**config.mk**
```make
export PLATFORM = sky130hd
export DESIGN_NAME = result_collector
export DESIGN_NICKNAME = d
export VERILOG_FILES = /design/src/rtl/result_collector.sv
export SDC_FILE = /design/constraint.sdc
export NUM_CORES = 1
export LEC_CHECK = 0
export BUFFER_PORTS_ARGS = -buffer_cell sky130_fd_sc_hd__buf_2
export CORE_UTILIZATION = 50
export CTS_CLUSTER_DIAMETER = 60
export DETAILED_ROUTE_END_ITERATION = 16
export PLACE_DENSITY = 0.67
export SLEW_MARGIN = 10
export SYNTH_ARGS = -nofsm -noshare
export SYNTH_HDL_FRONTEND = slang
export SYNTH_SLANG_ARGS = --single-unit
```
**constraint.sdc**
```tcl
create_clock -name clk -period 7.23 [get_ports clk]
set_input_delay 0.723 -clock clk [delete_from_list [all_inputs] [get_ports clk]]
set_output_delay 0.723 -clock clk [all_outputs]
set_load 0.02 [all_outputs]
```
**src/rtl/result_collector.sv**
```systemverilog
// Collects one n x n matrix of 32-bit results in row-major order, then hands it
// to a file writer through a level start / done handshake with random-access reads.
module result_collector #(
  parameter int n = 4,
  localparam int IW = $clog2(n) + 1
) (
  input  logic          clk,
  input  logic          rst_n,
  input  logic          in_valid,
  input  logic [31:0]   in_data,
  input  logic          in_last,
  output logic          in_ready,
  output logic          wr_start,
  input  logic [IW-1:0] wr_i,
  input  logic [IW-1:0] wr_j,
  output logic [31:0]   wr_value,
  input  logic          wr_done,
  output logic          busy,
  output logic          done,
  output logic          err
);

  // Array index width; the extra counter bit in IW only serves range checks.
  localparam int AW = (n > 1) ? $clog2(n) : 1;

  typedef enum logic [1:0] {
    IDLE    = 2'd0,
    FILL    = 2'd1,
    WRITE   = 2'd2,
    RELEASE = 2'd3
  } state_t;

  state_t        state_reg, state_next;
  logic [IW-1:0] row_reg, row_next;
  logic [IW-1:0] col_reg, col_next;
  logic          done_reg, done_next;
  logic          err_reg, err_next;
  logic          accept;
  logic          last_elem;
  logic          col_end;

  // Result storage has no reset so contents survive frames and reset.
  logic [31:0] mem [n][n];

  assign accept    = in_valid && (state_reg == FILL);
  assign col_end   = (col_reg == IW'(n - 1));
  assign last_elem = (row_reg == IW'(n - 1)) && col_end;

  always_ff @(posedge clk or negedge rst_n) begin
    if (!rst_n) begin
      state_reg <= IDLE;
      row_reg   <= '0;
      col_reg   <= '0;
      done_reg  <= 1'b0;
      err_reg   <= 1'b0;
    end else begin
      state_reg <= state_next;
      row_reg   <= row_next;
      col_reg   <= col_next;
      done_reg  <= done_next;
      err_reg   <= err_next;
    end
  end

  always_comb begin
    state_next = state_reg;
    row_next   = row_reg;
    col_next   = col_reg;
    done_next  = 1'b0;
    err_next   = err_reg;
    case (state_reg)
      IDLE: state_next = FILL;
      FILL: begin
        if (accept) begin
          // Framing is judged purely by element count; the frame always completes.
          if (in_last != last_elem) begin
            err_next = 1'b1;
          end
          if (last_elem) begin
            row_next   = '0;
            col_next   = '0;
            state_next = WRITE;
          end else if (col_end) begin
            col_next = '0;
            row_next = row_reg + IW'(1);
          end else begin
            col_next = col_reg + IW'(1);
          end
        end
      end
      WRITE: begin
        if (wr_done) begin
          state_next = RELEASE;
        end
      end
      RELEASE: begin
        if (!wr_done) begin
          state_next = FILL;
          done_next  = 1'b1;
        end
      end
      default: state_next = IDLE;
    endcase
  end

  always_ff @(posedge clk) begin
    if (accept) begin
      mem[row_reg[AW-1:0]][col_reg[AW-1:0]] <= in_data;
    end
  end

  // Out-of-range writer indices read as zero rather than aliasing into the array.
  always_comb begin
    wr_value = '0;
    if ((wr_i < IW'(n)) && (wr_j < IW'(n))) begin
      wr_value = mem[wr_i[AW-1:0]][wr_j[AW-1:0]];
    end
  end

  assign in_ready = (state_reg == FILL);
  assign wr_start = (state_reg == WRITE);
  assign busy     = (state_reg == WRITE) || (state_reg == RELEASE);
  assign done     = done_reg;
  assign err      = err_reg;

endmodule

```
-- After elaboration in Yosys (flattened, before gate mapping)
Memories as Yosys holds them, arrays and structs flattened.
Cells that the tools add are included.
- output and inout bits: 37
- logic and storage cells: 55
- memories: 1
- bits of input ports: 43
- bits in registers: 10
- RAM bits: 512
- muxes and demuxes: 19
- reductions and logical operators: 11
- bitwise logic cells: 2
- equality and inequality tests: 10
- $lt $le $gt $ge: 5
- add/subtract/negate cells: 2
- memories (memory ; words ; width ; read ports ; clocked after Yosys merged registers in ; wr ports ; RTL line ; RTL):
    mem ; 4 ; 128 ; 1 ; 0 ; 1 ; 43 ; logic [31:0] mem [n][n];
- operator list (cell ; count):
    $mux 128 ; 1
    $mux 32 ; 4
    $bmux 32 s2 ; 1
    $demux 32 s2 ; 1
    $mux 3 ; 4
    $mux 2 ; 4
    $pmux 2 s4 ; 1
    $add 3x1->3 const B ; 2
    $eq 3x2->1 const B ; 2
    $ge 3x3->1 const B ; 2
    $lt 3x3->1 const B ; 2
    $ne 2x1->1 const B ; 3
    $not 2->3 ; 2
    $reduce_and 3->1 ; 2
    $eq 2x2->1 const B ; 2
    $logic_and 1x1->1 ; 4
    $reduce_and 4->1 ; 1
    $lt 3x1->1 const B ; 1
    $mux 1 ; 3
    $eq 2x1->1 const B ; 1
    $logic_not 2->1 ; 1
    $ne 2x2->1 const B ; 1
    $reduce_and 2->1 ; 1
    $reduce_bool 2->1 ; 1
    other kinds (2) ; 2

-- Depth between registers and ports, before layout
- depth after elaboration: 6
- depth in mapped cells: 8
- depth with buffers taken out: 6

-- Worst setup path after synthesis
Ideal clock, no wire load.
- kind: in2out
- start point: in wr_i[0]
- end point: out wr_value[0]
- setup slack: 4.574 ns
- buffers on the path: 3
- arrival: 1.933 ns
- required time: 6.507 ns
- stages: 6
- path through: buf_6 buf_12 buf_12 mux4_2 o211ai_1 nand2_1
- longest elaborated chain between the ends: 5
- elaborated cells between the ends (all ways): 7
- classes of those cells: order compare: 1; mux: 4; reduce/logical: 1; memory: 1
- ends and longest elaborated chain (element ; RTL line ; RTL):
    start, declared ; 14 ; input logic [IW-1:0] wr_i,
    $mem_v2 4x128 ; - ;
    $bmux 32 s2 ; 116 ; wr_value = mem[wr_i[AW-1:0]][wr_j[AW-1:0]];
    $mux 32 (implied by the code) (2 in a row) ; 116 ;
    $mux 32 * ; 115 ; if ((wr_i < IW'(n)) && (wr_j < IW'(n))) begin
    end, declared ; 16 ; output logic [31:0] wr_value,
Every way passes the cells marked *; elsewhere a longest branch is shown, timed or not. The select of a mux whose other input is x is not followed.

-- Worst setup path in the final report
- start point: in wr_i[1]
- end point: out wr_value[6]
The elaborated chain is that of the path after synthesis.

==> run summary <==
Top_reg_cell synth: edfxtp_1
Setup tns final: 0 ps
Pins Over Slew Limit: 0
Initial antenna violation count: 2
CTS H-Tree Depth: 2
First-pass GRT wire length: 65.2 mm
Critical path class: in -> out
Cell taking the most area after synthesis: edfxtp_1
Die H: 204 microns
Cells after synthesis: 1088
Slew headroom: 26.8%
Synth top area share: 75.0%
Routed vias/inst: 5.89
Syn Area/Cell: 18.8 sq um
Worst path arrival time: 3310 ps
DR WL/cell: 25.0 microns
Sw frac: 22.5%
Crit Path Max Fanout: 26
Pre-CTS setup slack: 3140 ps
Port bufs: 79
Final Setup Violations: 0
Distinct cells, synth: 35
Net Count, Synth: 1143
DR DRC count: 0
Drt pass-1 iters: 5
Drt total wl: 43.6 mm
Vias in the first global route: 10500
Grt ovf: 0
Clk_skew: 15.0 ps
Final hold violation count: 0
CORE AREA: 0.0401 sq mm
Clk buf depth: 3
Worst VDD drop: 0.000162 V
Synthesized cell area: 0.0205 sq mm
Gr usage total: 21.4%
Combinational share of power: 8.1%
Fraction of layout cells with a size suffix above 1: 18.0%
Die area: 0.0418 sq mm
Commonest non-fill, non-tap cell in the layout: edfxtp_1
Final worst slack: 3200 ps
Worst-path clk slew: 60 ps
Setup crit start kind: input port
Post-CTS Setup Bufs: 0
Largest register FFs: 512
Internal power: 5.16 mW
Die extent in x: 204 microns
Standard-cell rows: 73
Worst path required time: 6510 ps
Initial DRC Count: 688
RSZ-0062 raised after global routing: no
I/O pins: 80
Switch Pwr: 1.50 mW
Fraction of registers with async set/reset: 1.92%
Area grow syn2layout: 12.2%
Critical path endpoint category: output pin
Filler cells: 3008
Final worst path period share: 55.8%
Initial Util: 51.1%
Slew at the pin closest to its max-slew limit: 1100 ps
# clock sinks: 522
HPWL Detailed: 22.0 mm
Max cap viols: 0
Power per cell area: 290 mW/mm^2
Pin count of the biggest net entering global routing: 88
Worst hold path class: in -> reg
Fmax: 248 MHz
Via count: 10300
Commonest cells after routing, fill and taps aside: 512 x edfxtp_1, 194 x mux2i_1, 96 x a22oi_1, 78 x buf_2, 54 x nand3_1
Flop pwr share: 52.7%
Sequential share of the synthesized area: 76.2%
Clock Power Share: 39.2%
Synth warnings: 0
Placer Congestion: 0.708
EDFF count, synth: 512
Num CTS Buffers: 52
Post-DRT Antenna Nets: 0
Status: finished, final reports clean
Net count, final: 1232
Ranking of synthesized cells by area: edfxtp_1 75%, mux2i_1 9.5%, a22oi_1 3.5%, mux4_2 2.7%, nand3_1 1.3%
Worst skew pair latency: 600 ps
P_leak: 8.12 nW
Synth Register Bits: 522
CTS root buf: clkbuf_16
Min cycle time layout: 4030 ps
Post-cts resize count: 0
TritonCTS clock tree: done
final cells by class:
type,count,area [sq um],share of cell area [%]
flip-flops and latches,522,15600,67.9
multi-input cells,496,4490,19.5
clock buffers,62,1360,5.91
well taps,525,657,2.86
repair buffers,97,556,2.41
clock inverters,32,288,1.25
inverters,8,30.0,0.131
diodes,1,2.50,0.0109
stage by stage:
step           power [mW]  utilization, %  std cells  cell area, sq um  hold slack (ps)
6_report             6.67            57.4       1743             23000              329
5_1_grt              6.88            57.4       1743             23000              328
4_1_cts              6.72            57.4       1742             23000              290
3_5_place_dp         4.13            53.2       1647             21300              443
3_3_place_gp         4.11            53.2       1647             21300              440
2_1_floorplan        3.92               -       1088             20500              427
final timing paths:
| path | from | to | slack [ps] | cells after the start |
|---|---|---|---|---|
| setup / recovery | wr_i[1] | wr_value[6] | 3200 | 8 |
| hold / removal | wr_done | done | 330 | 2 |
| setup reg to reg | state_reg[1] | mem[0][56] | 4460 | 5 |
| hold reg to reg | err | err | 460 | 1 |
| max in group asynchronous | rst_n | row_reg[0] | 6500 | 2 |
| min in group asynchronous | rst_n | row_reg[1] | 530 | 2 |
critical path, cell delays in order:
cell	delay (ps)
buf_2	620
buf_4	340
nor2b_4	660
buf_4	390
a22oi_1	110
nand3_1	140
nand2_1	110
buf_2	180
power groups by stage:
stage                     registers [mW]  clock network [mW]  logic (mW)
after floorplan                     3.57                   0       0.350
after global placement              3.57                   0       0.534
after detailed placement            3.58                   0       0.549
after CTS                           3.51                2.66       0.550
after global routing                3.52                2.77       0.590
final                               3.51                2.61       0.542
layer usage:
layer	global-route usage (%)	share of wire [%]
met1	29.7	44
met2	34.5	48
met3	3.80	6.1
met4	6.90	2.3
met5	0	0.039
cells in the mapped netlist, types with 12 or more instances:
master    number
buf_6         12
clkbuf_1      26
ha_1          12
mux4_2        25
a22oi_1       96
nand2_1       37
nand3_1       54
nand2b_1      22
and3_1        16
edfxtp_1     512
mux2i_1      194
cells by family (layout without fill, tap and decap cells):
logic type | Yosys count | count (layout) | synth area share, %
flops | 522 | 522 | 76.2
other cells | 0 | 1 | 0
mux | 226 | 226 | 13.1
xor+xnor | 1 | 1 | 0.0427
simple gates | 141 | 141 | 3.55
buf+inv | 70 | 199 | 2.15
compound gates | 116 | 116 | 4.19
fa+ha+maj | 12 | 12 | 0.732
repair_timing:
| action | CTS | global route |
|---|---|---|
| setup endpoints to repair | 0 | 0 |
| endpoints found under the hold margin | 10 | 0 |
| hold buffers | 1 | 0 |
(Power assumes the default switching activity.)
